[src/rtl/riscv_pipe_pkg.sv]
// Shared pipeline-control types for the RV64 core: hazard FSM state encoding,
// register-zero index and the default performance counter width.
package riscv_pipe_pkg;

  typedef enum logic [1:0] {
    HZ_RUN        = 2'd0,
    HZ_LOAD_STALL = 2'd1,
    HZ_BR_BUBBLE  = 2'd2,
    HZ_MEM_WAIT   = 2'd3
  } hz_state_e;

  localparam logic [4:0] REG_ZERO      = 5'd0;
  localparam int         CNT_W_DEFAULT = 32;

endpackage

[src/rtl/hzd_sat_counter.sv]
// Saturating up-counter for hazard statistics; holds at all-ones instead of
// wrapping. Synchronous active-high reset.
module hzd_sat_counter #(
  parameter int CNT_W = 32
) (
  input  logic             clk,
  input  logic             reset,
  input  logic             inc,
  output logic [CNT_W-1:0] value
);

  always_ff @(posedge clk) begin
    if (reset) begin
      value <= '0;
    end else if (inc && (value != '1)) begin
      value <= value + 1'b1;
    end
  end

endmodule

[src/rtl/hazard_ctrl_unit.sv]
// Hazard control for the 5-stage RV64 pipeline: load-use stalls, taken-branch
// redirects with optional extra bubbles, and DMEM freezes. HZD_PERF_CNT_EN adds counters.
//
// state         | meaning
// HZ_RUN        | normal issue, all hazards evaluated
// HZ_LOAD_STALL | cycle after a load-use bubble; load-use not re-checked
// HZ_BR_BUBBLE  | extra IF/ID flush cycles after a taken branch
// HZ_MEM_WAIT   | pipeline frozen on dmem_busy; ret_state says where to resume
module hazard_ctrl_unit
  import riscv_pipe_pkg::*;
#(
  parameter int FLUSH_EXTRA = 0,
  parameter int CNT_W       = CNT_W_DEFAULT
) (
  input  logic             clk,
  input  logic             reset,
  input  logic             idex_memread,
  input  logic [4:0]       idex_rd,
  input  logic [4:0]       ifid_rs1,
  input  logic [4:0]       ifid_rs2,
  input  logic             ifid_uses_rs2,
  input  logic             ex_branch_taken,
  input  logic             dmem_busy,
  output logic             pc_write,
  output logic             pc_sel_branch,
  output logic             ifid_write,
  output logic             ifid_flush,
  output logic             idex_flush,
  output logic             pipe_hold,
  output logic [CNT_W-1:0] stall_cnt,
  output logic [CNT_W-1:0] flush_cnt
);

  localparam logic [2:0] BUB_INIT = (FLUSH_EXTRA > 0) ? 3'(FLUSH_EXTRA - 1) : 3'd0;

  hz_state_e  state, state_nxt;
  hz_state_e  ret_state, ret_nxt;
  hz_state_e  eff_state;
  logic [2:0] bub_cnt, bub_nxt;
  logic       load_use;

  assign load_use = idex_memread && (idex_rd != REG_ZERO) &&
                    ((idex_rd == ifid_rs1) || (ifid_uses_rs2 && (idex_rd == ifid_rs2)));

  always_ff @(posedge clk) begin
    if (reset) begin
      state     <= HZ_RUN;
      ret_state <= HZ_RUN;
      bub_cnt   <= 3'd0;
    end else begin
      state     <= state_nxt;
      ret_state <= ret_nxt;
      bub_cnt   <= bub_nxt;
    end
  end

  // A release cycle in MEM_WAIT behaves exactly like the saved state would.
  always_comb begin
    state_nxt     = state;
    ret_nxt       = ret_state;
    bub_nxt       = bub_cnt;
    pc_write      = 1'b1;
    pc_sel_branch = 1'b0;
    ifid_write    = 1'b1;
    ifid_flush    = 1'b0;
    idex_flush    = 1'b0;
    pipe_hold     = 1'b0;
    eff_state     = (state == HZ_MEM_WAIT) ? ret_state : state;

    if (reset) begin
      state_nxt = HZ_RUN;
      ret_nxt   = HZ_RUN;
      bub_nxt   = 3'd0;
    end else if (dmem_busy) begin
      pc_write   = 1'b0;
      ifid_write = 1'b0;
      pipe_hold  = 1'b1;
      state_nxt  = HZ_MEM_WAIT;
      ret_nxt    = (eff_state == HZ_BR_BUBBLE) ? HZ_BR_BUBBLE : HZ_RUN;
    end else if (eff_state == HZ_BR_BUBBLE) begin
      ifid_flush = 1'b1;
      if (bub_cnt == 3'd0) begin
        state_nxt = HZ_RUN;
      end else begin
        bub_nxt   = bub_cnt - 3'd1;
        state_nxt = HZ_BR_BUBBLE;
      end
    end else if (ex_branch_taken) begin
      pc_sel_branch = 1'b1;
      ifid_flush    = 1'b1;
      idex_flush    = 1'b1;
      if (FLUSH_EXTRA > 0) begin
        state_nxt = HZ_BR_BUBBLE;
        bub_nxt   = BUB_INIT;
      end else begin
        state_nxt = HZ_RUN;
      end
    end else if (load_use && (eff_state == HZ_RUN)) begin
      pc_write   = 1'b0;
      ifid_write = 1'b0;
      idex_flush = 1'b1;
      state_nxt  = HZ_LOAD_STALL;
    end else begin
      state_nxt = HZ_RUN;
    end
  end

`ifdef HZD_PERF_CNT_EN
  logic stall_inc, flush_inc;

  // pc_sel_branch only rises on a redirect; any other idex_flush is a load-use bubble.
  assign flush_inc = pc_sel_branch;
  assign stall_inc = idex_flush && !pc_sel_branch;

  hzd_sat_counter #(.CNT_W(CNT_W)) u_stall_cnt (
    .clk   (clk),
    .reset (reset),
    .inc   (stall_inc),
    .value (stall_cnt)
  );

  hzd_sat_counter #(.CNT_W(CNT_W)) u_flush_cnt (
    .clk   (clk),
    .reset (reset),
    .inc   (flush_inc),
    .value (flush_cnt)
  );
`else
  assign stall_cnt = '0;
  assign flush_cnt = '0;
`endif

endmodule

[config.mk]
export PLATFORM = sky130hd
export DESIGN_NAME = hazard_ctrl_unit
export DESIGN_NICKNAME = d
export VERILOG_FILES = /design/src/rtl/riscv_pipe_pkg.sv /design/src/rtl/hzd_sat_counter.sv /design/src/rtl/hazard_ctrl_unit.sv
export SDC_FILE = /design/constraint.sdc
export NUM_CORES = 1
export LEC_CHECK = 0
export BUFFER_PORTS_ARGS = -buffer_cell sky130_fd_sc_hd__buf_4
export CAP_MARGIN = 20
export CORE_UTILIZATION = 37
export DETAILED_ROUTE_END_ITERATION = 7
export PLACE_DENSITY = 0.81
export SETUP_SLACK_MARGIN = 0.02
export SLEW_MARGIN = 20
export SYNTH_ARGS = -nofsm -noshare
export SYNTH_HDL_FRONTEND = slang
export SYNTH_SLANG_ARGS = --single-unit
[constraint.sdc]
create_clock -name clk -period 2.6 [get_ports clk]
set_input_delay 0.65 -clock clk [delete_from_list [all_inputs] [get_ports clk]]
set_output_delay 0.65 -clock clk [all_outputs]
set_load 0.03 [all_outputs]
==> results.md <==
- Pleak: around 0.00056 uW
- Minimum clock period: around 2700 ps
- Drt wl/cell: a little under 8 um
- Final number of setup-violating endpoints: 3
- Finished Layout Cells: 183
- Die area: ~2800 sq um
- CTS Sinks: 6
- Register area: about 120 sq um
- Core area: 2450 sq um
- Worst Path Required: 1950 ps
- Crit Path Max Fanout: 3
- Gr ovfl total: 0
- Total GRT Usage: 10.3%
- DRC violations left: 0
- Share of post-route cells with drive strength above 1: around a quarter
- Data arrival, critical path: 2020 ps
- Initial antenna violation count: 0
- IO Pins: between 90 and 100
- EDFF count, synth: 0
- Deepest clock path buffer count: 2
- Synthesized area: between 900 and 1000 sq um
- Final core occ: 42.2%
- Yosys warning count: 0
- Nets: 178
- Root buffer cell: clkbuf_4
- Post-detail-place hpwl: approximately 1100 um
- Worst Hold Class: register to register
- Outcome: finished, violations left
- Crit path launch type: input pin
- Post-Route WL: 1430 um
- Post-synthesis mux area share: 1.18%
- Synth area leader: buf_4
- Max-slew violations: 0
- Worst hold path startpoint: bub_cnt[2]$_SDFFE_PP0P_
- Via count: 665
- Clock power share: approximately a fifth
- Most used cell, CP: buf_4
- Dpl cells: 178
- Xor and xnor area share after synthesis: 10.1%
- CTS tree: yes
- Mapped Cells: ~120
- Ys flop type: dfxtp_1
- Pint: 195 uW
- Final RePlAce weighted congestion: 0.717
- Top post-synthesis cells by area: buf_4, dfxtp_1, xor2_1, inv_1, nor2_1
- Initial Util: between 30% and 40%
- Top cells by count, synth: buf_4, inv_1, xor2_1
- DRT iter0 DRCs: 5
- Sw frac: 50.0%
- Pre-antenna DRT Iters: 6
- Combinational share of power: 54.2%
- Net switching power: around 200 uW
- Clk pin slew, worst setup/hold paths: 50 ps
- Slowest CP cell: o41ai_2
- Maxcap violations: 0
- Post-synthesis simple-gate area fraction: ~6.4%
- DRT antenna net count: 0
- Final Hold Viols: 0
- Area grow syn2layout: 8.52%
- Fin crit share: 103%
- Diodes inserted: 0
- Synth Area in Adders: 2.62%
- Multi-input logic area: 559 sq um
- Vias in the first global route: 524
- Largest family of logic cells by synthesized area: buffers and inverters
- Filler cells: 247
- First-pass GRT wire length: 2150 um
- Crit path kind: input pin to output port
- Worst skew pair latency: roughly 230 ps
- Reg-to-Reg Start: bub_cnt[0]$_SDFFE_PP0P_
- Sequential fraction of design power: 24.7%
- #FFs+latches synth: 6
- Violated checks: negative setup slack
- Largest net degree at the start of global routing: 11
- Clock skew: approximately 2.3 ps
- Slowest cell delay on critical path: around 290 ps
- Most common cell in the netlist: buf_4
- Compound-gate portion of the synthesized area: between 10% and 20%
- CTS H-tree lvls: 1
- CP delay by family, top: buffers and inverters
- Fmax: 374 MHz
- Worst VDD drop: between 0.2 and 0.3 mV
- Vias/cell: about 3.6
- Seq/Total Area, Yosys: between 10% and 20%
- CP Buf/Inv Count: 3
- Setup ws final: -74.8 ps
- Synthesized area per cell: approximately 8 sq um
- Die Span X: 52.8 um
- RSZ-0062 raised after global routing: true
- Chip height: 52.8 um
- Critical Path Start: ifid_rs2[4]
- Yosys top cell area share: 51.1%
- Critical Path Sink Type: output port
- Site Rows: 18
- Asr flop ratio synth: 0%
- Netlist cell types: 24
- CTS Buf Count: 3
- IO buf count: 26
- Crit-path cells: buf_6 -> xor2_1 -> nor4_2 -> a32oi_1 -> buf_4 -> o41ai_2 -> buf_4
- Power Density: 377 nW/um^2
tightest hold or removal path, stage by stage (launching register included):
cell      delay [ps]
dfxtp_1          300
nor2_1           100
a211oi_1          50
path summary, 6_finish.rpt:
path	to	slack, ps	cells after the start
worst min register to register	bub_cnt[2]$_SDFFE_PP0P_	510	2
worst max register to register	bub_cnt[1]$_SDFFE_PP0P_	1010	6
worst min-delay path	bub_cnt[2]$_SDFFE_PP0P_	510	2
worst max-delay path	idex_flush	-70	7
kinds of logic after synthesis:
| family | count (synthesis) |
|---|---|
| muxes | 1 |
| other | 1 |
| adders and majority gates | 2 |
| xor gates and xnor gates | 11 |
| AOI/OAI and AO/OA | 11 |
| buffers and inverters | 75 |
| and+or+nand+nor | 14 |
| DFF | 6 |
cell usage in the layout (no fill, tap or decap), types with 2 or more instances in the layout:
cell / instances
ha_1: 2
buf_6: 6
dfxtp_1: 6
inv_1: 9
nor3_1: 2
conb_1: 64
clkbuf_4: 3
xor2_1: 9
nor2_1: 8
buf_4: 26
xnor2_1: 2
a211oi_1: 2
stage by stage:
stage | hold WS [ps] | TNS [ps] | area, sq um | setup slack, ps | total power, uW
after floorplan | 478 | -27.0 | 1200 | -27.0 | 330
after detailed placement | 500 | -152 | 970 | -76.8 | 300
final | 508 | -173 | 1040 | -74.8 | 391
after CTS | 505 | -216 | 1030 | -75.8 | 388
after global routing | 534 | -474 | 1040 | -185 | 412
after global placement | 486 | -97.7 | 970 | -48.9 | 299
layer usage:
metal  GRT usage, %  part of all wire, %
met5              0                    0
met4           6.14                 0.84
met3           4.06                  9.6
met2           19.6                   57
met1           8.86                   32
flip-flops by register name, summed over array words and instances, names as in the netlist:
name	flops
bub_cnt	3
state	2
ret_state	1
area by class of cell:
type	instances	area share, %
Inverter	9	3.26
Sequential cell	6	11.6
Timing Repair Buffer	32	25.4
Tap cell	30	3.62
Multi-Input combinational cell	103	54.0
Clock buffer	3	2.17
power groups by stage:
stage	logic, uW	registers [uW]	clock network, uW
floorplan	233	97.8	0
global placement	201	98.0	0
detailed placement	202	98.1	0
CTS	208	96.4	84.5
global route	226	96.5	90.3
finish	212	96.4	82.4
what timing repair did:
action | in CTS | in global routing
endpoints found under the setup margin | 3 | 3
resized for setup | 6 | 1
gates cloned | 0 | 0
hold buffers | 0 | 0
buffers inserted | 2 | 0
pin swaps | 5 | 0
(Power assumes the default switching activity.)
